$ cat src/rtl/instr_fetch_unit.sv
// instr_fetch_unit
//   Instruction fetch front end for the 60-bit processor. Holds the program
//   counter, issues a one-cycle request to instruction memory, captures the
//   returned word and selects the next PC from the control unit's
//   branch/jump decision and the ALU zero flag.
//
// Optional feature macro: IFU_TIMEOUT_EN
//   When defined, a fetch that sees no imem_valid for TIMEOUT cycles in
//   S_WAIT sets the sticky fetch_err flag and is reissued to the same PC.
//   When undefined, S_WAIT waits indefinitely and fetch_err is tied to 0.
//
// Parameters
//   ADDR_W   : PC / instruction-memory word-address width (1..56)
//   RESET_PC : PC value loaded by reset
//   TIMEOUT  : S_WAIT cycles before a fetch is reissued (1..255)
//
// Ports
//   clk, rst              : clock, synchronous active-high reset
//   stall                 : hold in S_FETCH without issuing a request
//   imem_req, imem_addr   : request pulse and registered word address
//   imem_rdata, imem_valid: returned instruction word and its valid strobe
//   instr, opcode         : registered instruction and its top 4 bits
//   instr_valid           : high while the instruction is being decoded
//   branch_en, jump_en    : control-unit decisions, sampled in S_DECODE
//   alu_zero              : ALU zero flag, sampled in S_DECODE
//   pc                    : address of the instruction in fetch/decode
//   fetch_err             : sticky fetch timeout flag
//
// State table
//   state    | meaning
//   S_FETCH  | idle with pc valid; issue request unless stalled
//   S_WAIT   | request outstanding; capture word on imem_valid
//   S_DECODE | instruction presented; pick next pc, return to S_FETCH

module instr_fetch_unit #(
    parameter int                ADDR_W   = 16,
    parameter logic [ADDR_W-1:0] RESET_PC = '0,
    parameter int                TIMEOUT  = 15
) (
    input  logic              clk,
    input  logic              rst,
    input  logic              stall,
    output logic              imem_req,
    output logic [ADDR_W-1:0] imem_addr,
    input  logic [59:0]       imem_rdata,
    input  logic              imem_valid,
    output logic [59:0]       instr,
    output logic [3:0]        opcode,
    output logic              instr_valid,
    input  logic              branch_en,
    input  logic              jump_en,
    input  logic              alu_zero,
    output logic [ADDR_W-1:0] pc,
    output logic              fetch_err
);

    if (ADDR_W < 1 || ADDR_W > 56 || TIMEOUT < 1 || TIMEOUT > 255) begin : g_param_check
        $error("instr_fetch_unit: ADDR_W or TIMEOUT out of range");
    end

    typedef enum logic [1:0] {
        S_FETCH  = 2'd0,
        S_WAIT   = 2'd1,
        S_DECODE = 2'd2
    } state_t;

    state_t            state, state_nxt;
    logic [ADDR_W-1:0] pc_nxt;
    logic [ADDR_W-1:0] addr_nxt;
    logic              req_nxt;
    logic [59:0]       instr_nxt;

`ifdef IFU_TIMEOUT_EN
    localparam logic [7:0] TO_LAST = 8'(TIMEOUT - 1);

    logic [7:0] cnt, cnt_nxt;
    logic       err_nxt;
`endif

    always_ff @(posedge clk) begin
        if (rst) begin
            state     <= S_FETCH;
            pc        <= RESET_PC;
            imem_req  <= 1'b0;
            imem_addr <= '0;
            instr     <= '0;
`ifdef IFU_TIMEOUT_EN
            cnt       <= '0;
            fetch_err <= 1'b0;
`endif
        end else begin
            state     <= state_nxt;
            pc        <= pc_nxt;
            imem_req  <= req_nxt;
            imem_addr <= addr_nxt;
            instr     <= instr_nxt;
`ifdef IFU_TIMEOUT_EN
            cnt       <= cnt_nxt;
            fetch_err <= err_nxt;
`endif
        end
    end

    always_comb begin
        state_nxt = state;
        pc_nxt    = pc;
        addr_nxt  = imem_addr;
        req_nxt   = 1'b0;
        instr_nxt = instr;
`ifdef IFU_TIMEOUT_EN
        cnt_nxt   = cnt;
        err_nxt   = fetch_err;
`endif
        case (state)
            S_FETCH: begin
                if (!stall) begin
                    req_nxt   = 1'b1;
                    addr_nxt  = pc;
                    state_nxt = S_WAIT;
`ifdef IFU_TIMEOUT_EN
                    cnt_nxt   = '0;
`endif
                end
            end
            S_WAIT: begin
                // A response arriving on the last timeout cycle still wins.
                if (imem_valid) begin
                    instr_nxt = imem_rdata;
                    state_nxt = S_DECODE;
                end
`ifdef IFU_TIMEOUT_EN
                else if (cnt == TO_LAST) begin
                    err_nxt   = 1'b1;
                    state_nxt = S_FETCH;
                end else begin
                    cnt_nxt = cnt + 8'd1;
                end
`endif
            end
            S_DECODE: begin
                state_nxt = S_FETCH;
                if (jump_en || (branch_en && alu_zero)) begin
                    pc_nxt = instr[ADDR_W-1:0];
                end else begin
                    pc_nxt = pc + ADDR_W'(1);
                end
            end
            default: begin
                state_nxt = S_FETCH;
            end
        endcase
    end

    assign instr_valid = (state == S_DECODE);
    assign opcode      = instr[59:56];

`ifndef IFU_TIMEOUT_EN
    assign fetch_err = 1'b0;
`endif

endmodule

$ cat config.mk
export PLATFORM = sky130hd
export DESIGN_NAME = instr_fetch_unit
export DESIGN_NICKNAME = d
export VERILOG_FILES = /design/src/rtl/instr_fetch_unit.sv
export SDC_FILE = /design/constraint.sdc
export NUM_CORES = 1
export LEC_CHECK = 0
export CAP_MARGIN = 20
export CORE_UTILIZATION = 38
export CTS_CLUSTER_SIZE = 28
export DETAILED_ROUTE_END_ITERATION = 8
export PLACE_DENSITY_LB_ADDON = 0.2
export SYNTH_ARGS = -nofsm -noshare
export SYNTH_HDL_FRONTEND = slang
export SYNTH_SLANG_ARGS = --single-unit
$ cat constraint.sdc
create_clock -name clk -period 1.5 [get_ports clk]
set_input_delay 0.3 -clock clk [delete_from_list [all_inputs] [get_ports clk]]
set_output_delay 0.3 -clock clk [all_outputs]
set_load 0.02 [all_outputs]
* Word-level counts from Yosys, hierarchy flattened
Cells that the tools add are included.
** Word-level totals
- Register bits :: 95
- Output and inout bits :: 99
- Word-level logic and storage cells :: 24
** Operators by class
- $add $sub $neg :: 1
- Eq/ne operators :: 4
- Multiplexer cells :: 5
- Bitwise logic cells :: 2
- Reductions and logical operators :: 7
** Operators with widths (number)
- adder 16 x 1 -> 16 bit (second input constant) :: 1
- two-way mux 16 bit :: 1
- AND reduction 2 bit :: 3
- two-way mux 2 bit :: 2
- != test 2 bit (second input constant) :: 2
- one-hot mux 2 bit (2 select lines) :: 1
- equality test 2 x 1 -> 1 bit (second input constant) :: 1
- equality test 2 bit (second input constant) :: 1
- logical NOT 2 bit :: 1
- inverter 1 bit :: 2
- OR reduction 2 bit :: 1
- logical AND 1 bit :: 1
- logical OR 1 bit :: 1
- two-way mux 1 bit :: 1

* Depth between registers and ports, before layout
- Depth in word-level cells :: 3
- Gate-level depth with buffers :: 6
- Depth with buffers taken out :: 5

* Least setup slack after synthesis
Ideal clock, no wire load.
- Path kind :: flip-flop to flip-flop
- Start :: register pc[0]
- End :: register pc[14]
- Library setup time :: 0.133 ns
- Arrival :: 1.501 ns
- Path slack :: -0.133 ns
- Stages on the path, launching flop included :: 6
- Cells stage by stage :: dfxtp_1 > ha_1 > nand4_1 > nor4_1 > mux2i_1 > a31oi_1
** On the way
- Word-level cells in the longest chain between the ends :: 2
** Ends and longest elaborated chain
- from (decl) :: RTL line 53 : output logic [ADDR_W-1:0] pc,
- from (signal assigned) :: RTL line 93 : pc <= pc_nxt;
- adder 16 x 1 -> 16 bit :: RTL line 145 : pc_nxt = pc + ADDR_W'(1);
- two-way mux 16 bit :: RTL line 142 : if (jump_en || (branch_en && alu_zero)) begin
No other way between the ends.
A chain may end at the register's enable or synchronous reset.

* Worst setup path in the final report
- Start :: register pc[1]
- End :: register pc[10]
Same word-level chain as after synthesis.

==> impl_metrics.ini <==
[yosys]
ys.flop_type = dfxtp_1
synth_top_area_cell = dfxtp_1
netlist_area_um2 = 3760
syn_inst = 492
yosys-top-cells-area = dfxtp_1, nand2_1, a21oi_1, clkbuf_1, nand3_1
syn_avg_cell_area_um2 = 7.65
synth_top_area_share_pct = 50.5
synth_seq_cells = 95
synth_edf_count = 0
async_reset_ff_share_pct = 0
synth.distinct_cells = 38
syn-num-nets = 560
seq_area_frac_synth_pct = 50.5
yosys_warnings = 0

[cts]
postCtsHoldBufs = 0
htree_levels = 3
clk_latency_ns = 0.35
numCtsBuffers = 9
clock_sinks = 95
clockBufferDepth = 2
cts_root_buf = clkbuf_8
cts_tree = yes
clkSlewWorstSetupHoldPaths_ns = 0.09

[grt]
grt_pass1_wl_um = 18100
grt_overflow = 0
grt_usage_pct = 22.1
antenna_found_initial = 0
grt_pass1_vias = 3863
grt_max_degree = 48

[sta]
finalHoldViolations = 0
setup_viol = 0
min_period_over_period_pct = 98.4
finalClockSkew_ns = 0.0104
finalSetupTns_ns = 0
max_freq_mhz = 678
layout_min_cycle_time_ns = 1.48
fin_ws_ns = 0.0243
rsz0062_at_grt = yes
slew_viol_final = 0

[worst_setup_path]
cp-start-kind = register
required_ns = 1.79
critPathArrivalTime_ns = 1.76
crit_type = reg -> reg
worstReg2RegStart = pc[1]
r2r_slack_ns = 0.02
rr_endpoint = pc[10]
r2r_cells = 6
critPathMaxFanout = 3
endpoint_kind = register

[cells_and_area]
nNetsFinal = 740
layout_commonest_cell = nand2_1
mostFrequentLayoutCells = nand2_1, dlygate4sd2_1, a21oi_1, dfxtp_1, clkdlybuf4s50_1
diodes = 0
drive_above_1_share_pct = 13.0
syn_to_final_growth_pct = 58.3

[route]
antenna_left = 0
drc = 0
wirelength_met1_um = 4670
highest_layer = met4
drt_wl_total_um = 11200
dr.pass1.iters = 4
vias = 4054
via_per_inst = 5.03
routed-wl-met3_um = 918
routedWlPerCell_um = 14.0
drt-initial-drc-count = 112
dr_wl_met2_um = 5510

[pwr]
max-vdd-ir-drop_mv = 0.419
power_density_nw_per_um2 = 824
p_leak_nw = 2.55

[die]
die_h_um = 102
die_width_um = 102
start_util_pct = 40.0
core_area_um2 = 9420
io_pins = 166
num_rows = 35
dieArea_um2 = 10300

[hold_path]
whs_path_depth = 2
holdPathEnd = pc[4]
hp-class = in -> reg
min-delay-start = rst

[outcome]
outcome = completed

[flow_run]
cap_violations = 0

[placement]
place_congestion = 0.850
dp_slack_ns = -0.162
portBuffers = 164
detailed_place_hpwl_um = 8150
-- where the power goes --
part	internal (mW)	switching, mW
clock network	0.623	0.909
registers	2.59	0.0473
logic	0.355	0.380
-- worst max-delay path: stages (launching register included) --
cell and delay [ns]:
dfxtp_4 0.38, ha_4 0.13, nand4_1 0.16, buf_4 0.20, nor2_4 0.08, mux2_4 0.31
a31oi_1 0.15
-- Yosys cell counts, types with 2 or more instances --
master and count:
and2_1 4, nor2_1 10, mux2i_1 5, nand4_1 6, nand3_1 11, a31oi_1 6, nor3_1 11, nand2b_1 3
nor2b_1 2, buf_4 5, buf_2 7, clkbuf_1 28, o22ai_1 4, o21ai_0 9, nand2_1 168, nor4_1 6
and3_1 3, inv_1 3, dfxtp_1 95, nor3b_1 2, a21oi_1 87
-- routing by layer --
layer / vias to the layer above / track usage [%]
li1: 2004 / -
met1: 1880 / 26.7
met2: 160 / 37.0
met3: 10 / 7.04
met4: 0 / 7.25
met5: - / 0
-- registers in the layout, summed over array words and instances, names as in the netlist --
signal / count
imem_req: 1
state: 2
instr: 60
imem_addr: 16
pc: 16
-- through the flow --
stage | area (um2) | power, mW | instances | utilization, % | hold slack (ns)
after floorplan | 3780 | 3.03 | 492 | - | 0.391
after CTS | 5880 | 4.95 | 804 | 62.4 | 0.219
after detailed placement | 5770 | 3.49 | 784 | 61.3 | 0.447
after global routing | 5950 | 5.14 | 806 | 63.2 | 0.231
after global placement | 5770 | 3.47 | 784 | 61.3 | 0.441
final | 5950 | 4.91 | 806 | 63.2 | 0.249
-- logic make-up (layout without fill, tap and decap cells) --
logic type	count (synthesis)	after routing	synth area share (%)
AO/OA/AOI/OAI	114	114	16.2
flip-flops	95	95	50.5
AND/OR/NAND/NOR	231	231	26.1
buffers and inverters	44	229	5.12
multiplexers	6	6	1.63
adder cells (fa/ha/maj)	1	1	0.333
other	1	1	0.0997
-- how the worst max path moves through the flow --
stage                     from         to  slack [ns]  cells past startpoint
finish                   pc[1]     pc[10]        0.02                      6
global route             pc[1]     pc[14]       -0.04                      5
CTS                     pc[11]     pc[13]      -0.003                      4
detailed placement  imem_valid  instr[13]       -0.16                      6
global placement    imem_valid  instr[19]       -0.13                      6
floorplan                pc[6]      pc[9]        0.02                      4
-- timing repair --
action,CTS,global route
gates resized for setup,109,17
setup endpoints to repair,100,11
buffers inserted,4,2
pin swaps,3,8
-- layout make-up --
cell class,instances,area [um2]
Clock buffer,11,131
Multi-Input combinational cell,353,1760
Clock inverter,5,42.5
Sequential cell,95,1920
Fill cell,873,3460
Inverter,3,11.3
Timing Repair Buffer,210,1930
Tap cell,129,161
Note: power is estimated with default switching activity, not from simulation.
